<file path="src/rtl/snd_tone_gen.sv">
// snd_tone_gen: square-wave beep sample generator feeding the spi_dac over valid/ready.
// Optional SND_FADE_EN adds a linear attack/release envelope on the amplitude.
module snd_tone_gen #(
    parameter int CLK_DIV = 2500,
    parameter int PER_W   = 12,
    parameter int DUR_W   = 16
) (
    input  logic             clk,
    input  logic             reset_n,
    input  logic             cmd_valid,
    output logic             cmd_ready,
    input  logic [PER_W-1:0] cmd_period,
    input  logic [DUR_W-1:0] cmd_duration,
    input  logic [6:0]       cmd_amp,
    input  logic             stop,
    output logic [7:0]       sound_data,
    output logic             sound_valid,
    input  logic             snddac_ready,
    output logic             busy,
    output logic             overrun
);
    localparam int CW = $clog2(CLK_DIV);

    typedef enum logic [1:0] {IDLE, PLAY, SILENCE} state_t;

    state_t           state, state_nx;
    logic [CW-1:0]    cnt;
    logic             tick;
    logic [PER_W-1:0] period_q, hp_cnt;
    logic [DUR_W-1:0] dur_q;
    logic [6:0]       amp_q;
    logic             phase;
    logic             accept, issue, go_sil;
    logic [7:0]       issue_data, offset;

    assign tick      = cnt == CW'(CLK_DIV - 1);
    assign cmd_ready = state == IDLE;
    assign busy      = state == PLAY;
    assign accept    = cmd_valid & cmd_ready;

`ifdef SND_FADE_EN
    logic [7:0]  env;
    logic        fading;
    logic [14:0] prod;
    assign prod   = amp_q * env;
    assign offset = {1'b0, prod[14:8]};
    assign go_sil = fading && env == 8'd0;
    always_ff @(posedge clk or negedge reset_n) begin
        if (!reset_n) begin
            env    <= 8'd0;
            fading <= 1'b0;
        end else if (accept) begin
            env    <= 8'd0;
            fading <= 1'b0;
        end else if (state == PLAY) begin
            if (stop)
                fading <= 1'b1;
            if (tick)
                env <= (fading || dur_q < DUR_W'(32)) ? (env < 8'd8 ? 8'd0 : env - 8'd8)
                                                      : (env > 8'd247 ? 8'd255 : env + 8'd8);
        end
    end
`else
    assign offset = {1'b0, amp_q};
    assign go_sil = stop;
`endif

    always_comb begin
        state_nx   = state;
        issue      = 1'b0;
        issue_data = 8'h80;
        case (state)
            IDLE:    state_nx = cmd_valid ? PLAY : IDLE;
            PLAY: begin
                if (go_sil)
                    state_nx = SILENCE;
                else if (tick) begin
                    issue      = dur_q != '0;
                    issue_data = phase ? 8'h80 + offset : 8'h80 - offset;
                    state_nx   = dur_q <= DUR_W'(1) ? SILENCE : PLAY;
                end
            end
            SILENCE: begin
                issue    = tick;
                state_nx = tick ? IDLE : SILENCE;
            end
            default: state_nx = IDLE;
        endcase
    end

    always_ff @(posedge clk or negedge reset_n) begin
        if (!reset_n) begin
            state       <= IDLE;
            cnt         <= '0;
            period_q    <= '0;
            hp_cnt      <= '0;
            dur_q       <= '0;
            amp_q       <= '0;
            phase       <= 1'b1;
            sound_data  <= 8'h80;
            sound_valid <= 1'b0;
            overrun     <= 1'b0;
        end else begin
            state <= state_nx;
            cnt   <= tick ? '0 : cnt + CW'(1);
            if (accept) begin
                period_q <= cmd_period == '0 ? PER_W'(1) : cmd_period;
                dur_q    <= cmd_duration;
                amp_q    <= cmd_amp;
                phase    <= 1'b1;
                hp_cnt   <= '0;
            end else if (issue && state == PLAY) begin
                dur_q  <= dur_q - DUR_W'(1);
                hp_cnt <= hp_cnt == period_q - PER_W'(1) ? '0 : hp_cnt + PER_W'(1);
                if (hp_cnt == period_q - PER_W'(1))
                    phase <= ~phase;
            end
            // an issue coinciding with an accept refreshes valid without flagging overrun
            sound_valid <= issue | (sound_valid & ~snddac_ready);
            if (issue)
                sound_data <= issue_data;
            overrun <= accept ? 1'b0 : overrun | (issue & sound_valid & ~snddac_ready);
        end
    end
endmodule

</file>
<file path="config.mk">
export PLATFORM = sky130hd
export DESIGN_NAME = snd_tone_gen
export DESIGN_NICKNAME = d
export VERILOG_FILES = /design/src/rtl/snd_tone_gen.sv
export SDC_FILE = /design/constraint.sdc
export NUM_CORES = 1
export LEC_CHECK = 0
export CORE_ASPECT_RATIO = 0.7
export CORE_MARGIN = 2
export CORE_UTILIZATION = 50
export CTS_CLUSTER_SIZE = 12
export DETAILED_ROUTE_END_ITERATION = 16
export MAX_ROUTING_LAYER = met4
export PLACE_DENSITY = 0.73
export SLEW_MARGIN = 5
export SYNTH_ARGS = -nofsm -noshare
export SYNTH_HDL_FRONTEND = slang
export SYNTH_SLANG_ARGS = --single-unit
</file>
<file path="constraint.sdc">
create_clock -name clk -period 3.3 [get_ports clk]
set_input_delay 0.495 -clock clk [delete_from_list [all_inputs] [get_ports clk]]
set_output_delay 0.495 -clock clk [all_outputs]
set_load 0.05 [all_outputs]
</file>
==> key figures, run 1 <==
Run status
  – Status: finished, final reports clean

Power
  – NetSw: 1.32 mW
  – Combinational share of power: 33.6%
  – Switching Fraction: 37.4%
  – Clock power frac: 27.2%
  – P per Cell Area: 701 nW/um2
  – Internal power: 2.21 mW
  – Static Leak: 2.14 nW
  – Reg power frac: 39.2%
  – Total power: 3.52 mW
  – Peak supply drop: 0.000319 V

Routing
  – Total iterations of the first detailed-routing run: 4
  – # DRC: 0
  – Vias: 3545
  – Post-DR wirelength/cell: 15.2 um
  – WL final: 9420 um
  – Drt first-iter violations: 248
  – Vias per cell: 5.72
  – DRT antenna net count: 0

Synth
  – Largest family of logic cells by synthesized area: simple AND/OR/NAND/NOR gates
  – Main flop type after synthesis: dfrtp_1
  – Synth Area in Simple Gates: 28.0%
  – Syn_nets: 520
  – Synth area leaders: dfrtp_1, nand2_1, o21ai_0
  – Top-area cell type share of the netlist area: 42.5%
  – Synth Area in Adders: 3.34%
  – Largest area contributor in the netlist: dfrtp_1
  – Synth Area in Compound Gates: 12.8%
  – FF+latch count, synth: 72
  – Sequential area share after synthesis: 43.8%
  – Syn avg cell area: 8.79 um2
  – Ys Warns: 0
  – Cell variety after synth: 52
  – Synthesized netlist cell count: 469
  – Post-synthesis cell area: 4120 um2
  – Synth async-reset ratio: 100%
  – Post-synth EDFFs: 0
  – Mux contribution to synthesized area: 0.486%
  – Xor/xnor share of the synthesized area: 8.29%

STA
  – Worst-Margin Slew: 0.894 ns
  – Final critical-path share of the clock period: 85.5%
  – Final min period: 2.82 ns
  – Number of failing hold endpoints at the final stage: 0
  – Slew HR: 40.3%
  – Clock Skew: 0.00524 ns
  – Peak Freq: 354 MHz
  – RSZ-0062 raised after global routing: no
  – Setup TNS: 0 ns
  – Slew Viols, Final: 0
  – Setup violations, final: 0

Critical path
  – Crit Path Class: reg2reg
  – CP endpoint kind: flip-flop
  – Arr. time, crit path: 3.05 ns
  – Worst-path maximum fanout: 26
  – Startpoint types: flip-flop
  – Worst EP required: 3.52 ns

Global routing
  – Largest net degree at the start of global routing: 39
  – All-Layer GR Usage: 23.0%
  – Initial antenna violation count: 0
  – First-pass GRT wire length: 16000 um
  – Grt ovf: 0
  – Vias in the first global route: 3353

Clock tree
  – Hold buffers post-CTS: 0
  – Sink Count: 72
  – Max H-tree Level: 3
  – Clk buf depth: 2
  – Setup Buffers After CTS: 0
  – CTS root buf: clkbuf_16
  – TritonCTS Buffers: 9
  – Clk_lat worst skew: 0.32 ns
  – CTS tree: built
  – Post-CTS Resized: 0
  – Worst-path clk slew: 0.06 ns

Floorplan
  – Die footprint: 8990 um2
  – Die Width: 113 um
  – Core area: 7940 um2
  – IO Count: 52
  – Initial core utilization: 51.9%
  – Die Y: 80.0 um
  – Row cnt: 27

Place
  – Placer Congestion: 0.909
  – Post-DP HPWL: 6820 um
  – IO Port Bufs: 51

Cells and area
  – Share of cells above drive strength 1: 5.59%
  – Nets: 565
  – N_diodes: 0
  – Area Growth Syn to Fin: 22.0%

Hold path
  – Worst Hold Class: in2async

Job
  – Max-cap violations: 0
worst paths after layout:
check / cells after the start / startpoint / slack, ns / to
worst max-delay path: 7 / dur_q[5] / 0.48 / hp_cnt[10]
worst min-delay path: 1 / reset_n / 0.27 / period_q[7]
worst max register to register: 7 / dur_q[5] / 0.48 / hp_cnt[10]
worst min register to register: 2 / sound_data[6] / 0.47 / sound_data[6]
max in group asynchronous: 2 / reset_n / 2.28 / phase
min in group clk: 2 / sound_data[6] / 0.47 / sound_data[6]
state kept, by name (all words and copies together), names as in the netlist:
name         count
dur_q           16
cnt             12
hp_cnt          12
period_q        12
sound_data       8
amp_q            7
state            2
overrun          1
phase            1
sound_valid      1
worst max-delay path: stages, from the launching register on:
cell and delay, ns:
dfrtp_1 0.39, or4_4 0.58, nor4b_4 0.41, nand3_1 0.18, o2111a_1 0.57, inv_1 0.21
nor2_4 0.10, nor4_1 0.27
cells by family (layout without fill, tap and decap cells):
group           Yosys count  count (layout)
xor+xnor                 39              39
flops                    72              72
fa+ha+maj                11              11
mux                       2               2
simple gates            225             225
compound gates           86              86
buf+inv                  34              84
final cells by class:
| cell class | instances | area (um2) |
|---|---|---|
| well taps | 101 | 126 |
| clock buffers | 11 | 243 |
| fillers | 676 | 2910 |
| multi-input cells | 363 | 2180 |
| repair buffers | 56 | 568 |
| flip-flops and latches | 72 | 1800 |
| inverters | 12 | 45.0 |
| clock inverters | 5 | 56.3 |
synthesized netlist by cell type (3+ instances only):
cell and count:
dfrtp_1 70, a21o_1 3, and3_1 15, nor2b_1 6, xor2_1 24, xnor2_1 15, or3_1 8, o21a_1 3
buf_2 4, and2_1 3, nand3_1 26, inv_1 12, ha_1 11, o21ai_0 45, o31ai_1 8, nand4b_1 5
nand2_1 85, nor2_1 27, nand2b_1 4, a21oi_1 8, nor3_1 17, nor4_1 7, nand4_1 6, a31oi_1 3
clkbuf_1 18
metal layers:
metal  vias up  global-route usage (%)  wire length (um)
li1       1743                       -                 -
met1      1687                    31.6              4630
met2       108                    34.6              4140
met3         7                    5.69               576
met4         0                    5.37                76
met5         -                       -                 0
cell usage in the layout, fill, tap and decap left out, drive strengths merged, types with 3 or more instances in the layout:
master / instances
a21oi: 8
o31ai: 8
and3: 15
and2: 3
clkinv: 3
clkdlybuf4s50: 50
nand2b: 4
nor3: 17
nor2b: 6
nand4b: 5
nor4: 8
a21o: 3
xor2: 24
or3: 8
nand2: 85
nand3: 26
nor2: 28
buf: 6
ha: 11
a31oi: 4
or4: 3
dfrtp: 70
o21ai: 46
nand4: 6
clkbuf: 11
inv: 12
xnor2: 15
o21a: 3
power by group through the flow:
stage | sequential, mW | combinational, mW | clock, mW
floorplan | 1.29 | 0.901 | 0
global placement | 1.37 | 1.13 | 0
detailed placement | 1.38 | 1.17 | 0
CTS | 1.37 | 1.18 | 0.979
global route | 1.42 | 1.34 | 1.02
finish | 1.38 | 1.18 | 0.958
through the flow:
step | hold WS [ns] | util [%] | worst slack, ns | std cells | instance area [um2]
2_1_floorplan | 0.199 | - | 0.947 | 469 | 4120
3_3_place_gp | 0.464 | 59.5 | 0.606 | 604 | 4730
3_5_place_dp | 0.467 | 59.5 | 0.486 | 604 | 4730
4_1_cts | 0.294 | 63.3 | 0.465 | 620 | 5030
5_1_grt | 0.327 | 63.3 | 0.270 | 620 | 5030
6_report | 0.271 | 63.3 | 0.478 | 620 | 5030
Power figures use the tool's default switching activity.
==> run 2, diff against run 1 <==
MAX_ROUTING_LAYER = unset   (was met4)
==> key figures, run 2 (synthesis results as in run 1) <==
Run status
  – Status: finished, final reports clean

Place
  – IO Port Bufs: 51
  – Dpl cells: 604
  – Placer Congestion: 0.894
  – Post-DP HPWL: 6820 um
  – Placed Area: 4730 um2

Power
  – Switching Fraction: 37.4%
  – Peak supply drop: 0.000320 V
  – Clock power frac: 27.2%
  – Combinational share of power: 33.6%
  – P per Cell Area: 701 nW/um2
  – Static Leak: 2.14 nW
  – NetSw: 1.32 mW
  – Reg power frac: 39.1%
  – Internal power: 2.21 mW

Floorplan
  – Core area: 7940 um2
  – Initial core utilization: 51.9%
  – Die footprint: 8990 um2
  – IO Count: 52
  – Die Width: 113 um
  – Row cnt: 27
  – Die Y: 80.0 um

Routing
  – Post-DR wirelength/cell: 15.2 um
  – Vias per cell: 5.72
  – Drt first-iter violations: 258
  – # DRC: 0
  – DRT antenna net count: 0
  – WL final: 9440 um
  – Vias: 3544
  – Total iterations of the first detailed-routing run: 4

Critical path
  – Crit Path Class: reg2reg
  – Critical Path End: hp_cnt[10]
  – Reg2Reg Setup Slack: 0.49 ns
  – Startpoint types: flip-flop
  – Worst EP required: 3.52 ns
  – Arr. time, crit path: 3.04 ns
  – Reg2reg end: hp_cnt[10]
  – Worst R2R Start: dur_q[5]
  – Worst-path maximum fanout: 26
  – Critical path origin: dur_q[5]
  – CP endpoint kind: flip-flop
  – Worst-case reg-to-reg path depth: 7

STA
  – Number of failing hold endpoints at the final stage: 0
  – Peak Freq: 355 MHz
  – Hold_ws: 0.271 ns
  – RSZ-0062 raised after global routing: no
  – Setup TNS: 0 ns
  – Slew Viols, Final: 0
  – Slew HR: 40.3%
  – Setup violations, final: 0
  – Worst-Margin Slew: 0.893 ns
  – Clock Skew: 0.00524 ns
  – Final critical-path share of the clock period: 85.3%
  – Final min period: 2.81 ns

Cells and area
  – Post-route cell area: 5030 um2
  – Filler cells: 676
  – Nets: 565
  – Biggest register: dur_q
  – N_diodes: 0
  – Most common cell after layout, fill and taps aside: nand2_1
  – Final Non-Filler Cells: 620
  – Commonest non-fill, non-tap cells in the layout: nand2_1, dfrtp_1, clkdlybuf4s50_1
  – Multi-input gate area: 2180 um2
  – Largest register FFs: 16
  – Share of cells above drive strength 1: 5.59%
  – Area Growth Syn to Fin: 22.0%
  – Sequential standard cell area: 1800 um2

Global routing
  – Met3 Usage GRT: 5.69%
  – Initial antenna violation count: 0
  – Largest net degree at the start of global routing: 39
  – GRT Max-Usage Layer: met2
  – Grt ovf: 0
  – First-pass GRT wire length: 16000 um
  – Grt met2 use: 34.7%
  – All-Layer GR Usage: 22.3%
  – Vias in the first global route: 3350
  – Grt met1 use: 31.6%

Clock tree
  – Setup Buffers After CTS: 0
  – TritonCTS Buffers: 9
  – Worst-path clk slew: 0.06 ns
  – Post-CTS Resized: 0
  – CTS root buf: clkbuf_16
  – Sink Count: 72
  – Max H-tree Level: 3
  – CTS tree: built
  – Hold buffers post-CTS: 0
  – Clk_lat worst skew: 0.32 ns
  – Clk buf depth: 2

Hold path
  – Worst Hold Class: in2async

Job
  – Max-cap violations: 0
run 2: cell counts in the layout (fill, tap and decap cells not counted):
No cell type changed its count.
run 2: layout make-up:
type	count	area share [%]
Clock buffer	11	4.83
Clock inverter	5	1.12
Tap cell	101	2.51
Sequential cell	72	35.9
Timing Repair Buffer	56	11.3
Multi-Input combinational cell	363	43.4
Inverter	12	0.896
run 2: how the worst min path moves through the flow:
stage | endpoint | slack (ns) | cells after the start
after floorplan | amp_q[0] | 0.20 | 0
after global placement | sound_data[5] | 0.46 | 2
after detailed placement | sound_data[0] | 0.47 | 2
after CTS | amp_q[6] | 0.29 | 1
after global routing | period_q[7] | 0.33 | 1
final | period_q[7] | 0.27 | 1
run 2: power by group through the flow:
| stage | combinational [mW] | sequential, mW | clock (mW) |
|---|---|---|---|
| after global placement | 1.13 | 1.37 | 0 |
| after global routing | 1.34 | 1.42 | 1.02 |
| after floorplan | 0.901 | 1.29 | 0 |
| after detailed placement | 1.17 | 1.38 | 0 |
| final | 1.18 | 1.38 | 0.960 |
| after CTS | 1.18 | 1.37 | 0.979 |
run 2: layer usage:
metal,routed length (um),vias to the layer above
met5,0,-
met2,4110,107
met4,76,0
li1,-,1742
met3,594,7
met1,4650,1688
run 2: metrics by stage:
step                utilization (%)  worst slack [ns]  power (mW)
floorplan                         -             0.947        2.19
global placement               59.5             0.606        2.50
detailed placement             59.5             0.486        2.55
CTS                            63.3             0.465        3.53
global route                   63.3             0.270        3.77
finish                         63.3             0.486        3.52
run 2: critical path, cell delays in order, from the launching register on:
cell	delay, ns
dfrtp_1	0.39
or4_4	0.58
nor4b_4	0.41
nand3_1	0.18
o2111a_1	0.56
inv_1	0.21
nor2_4	0.10
nor4_1	0.27
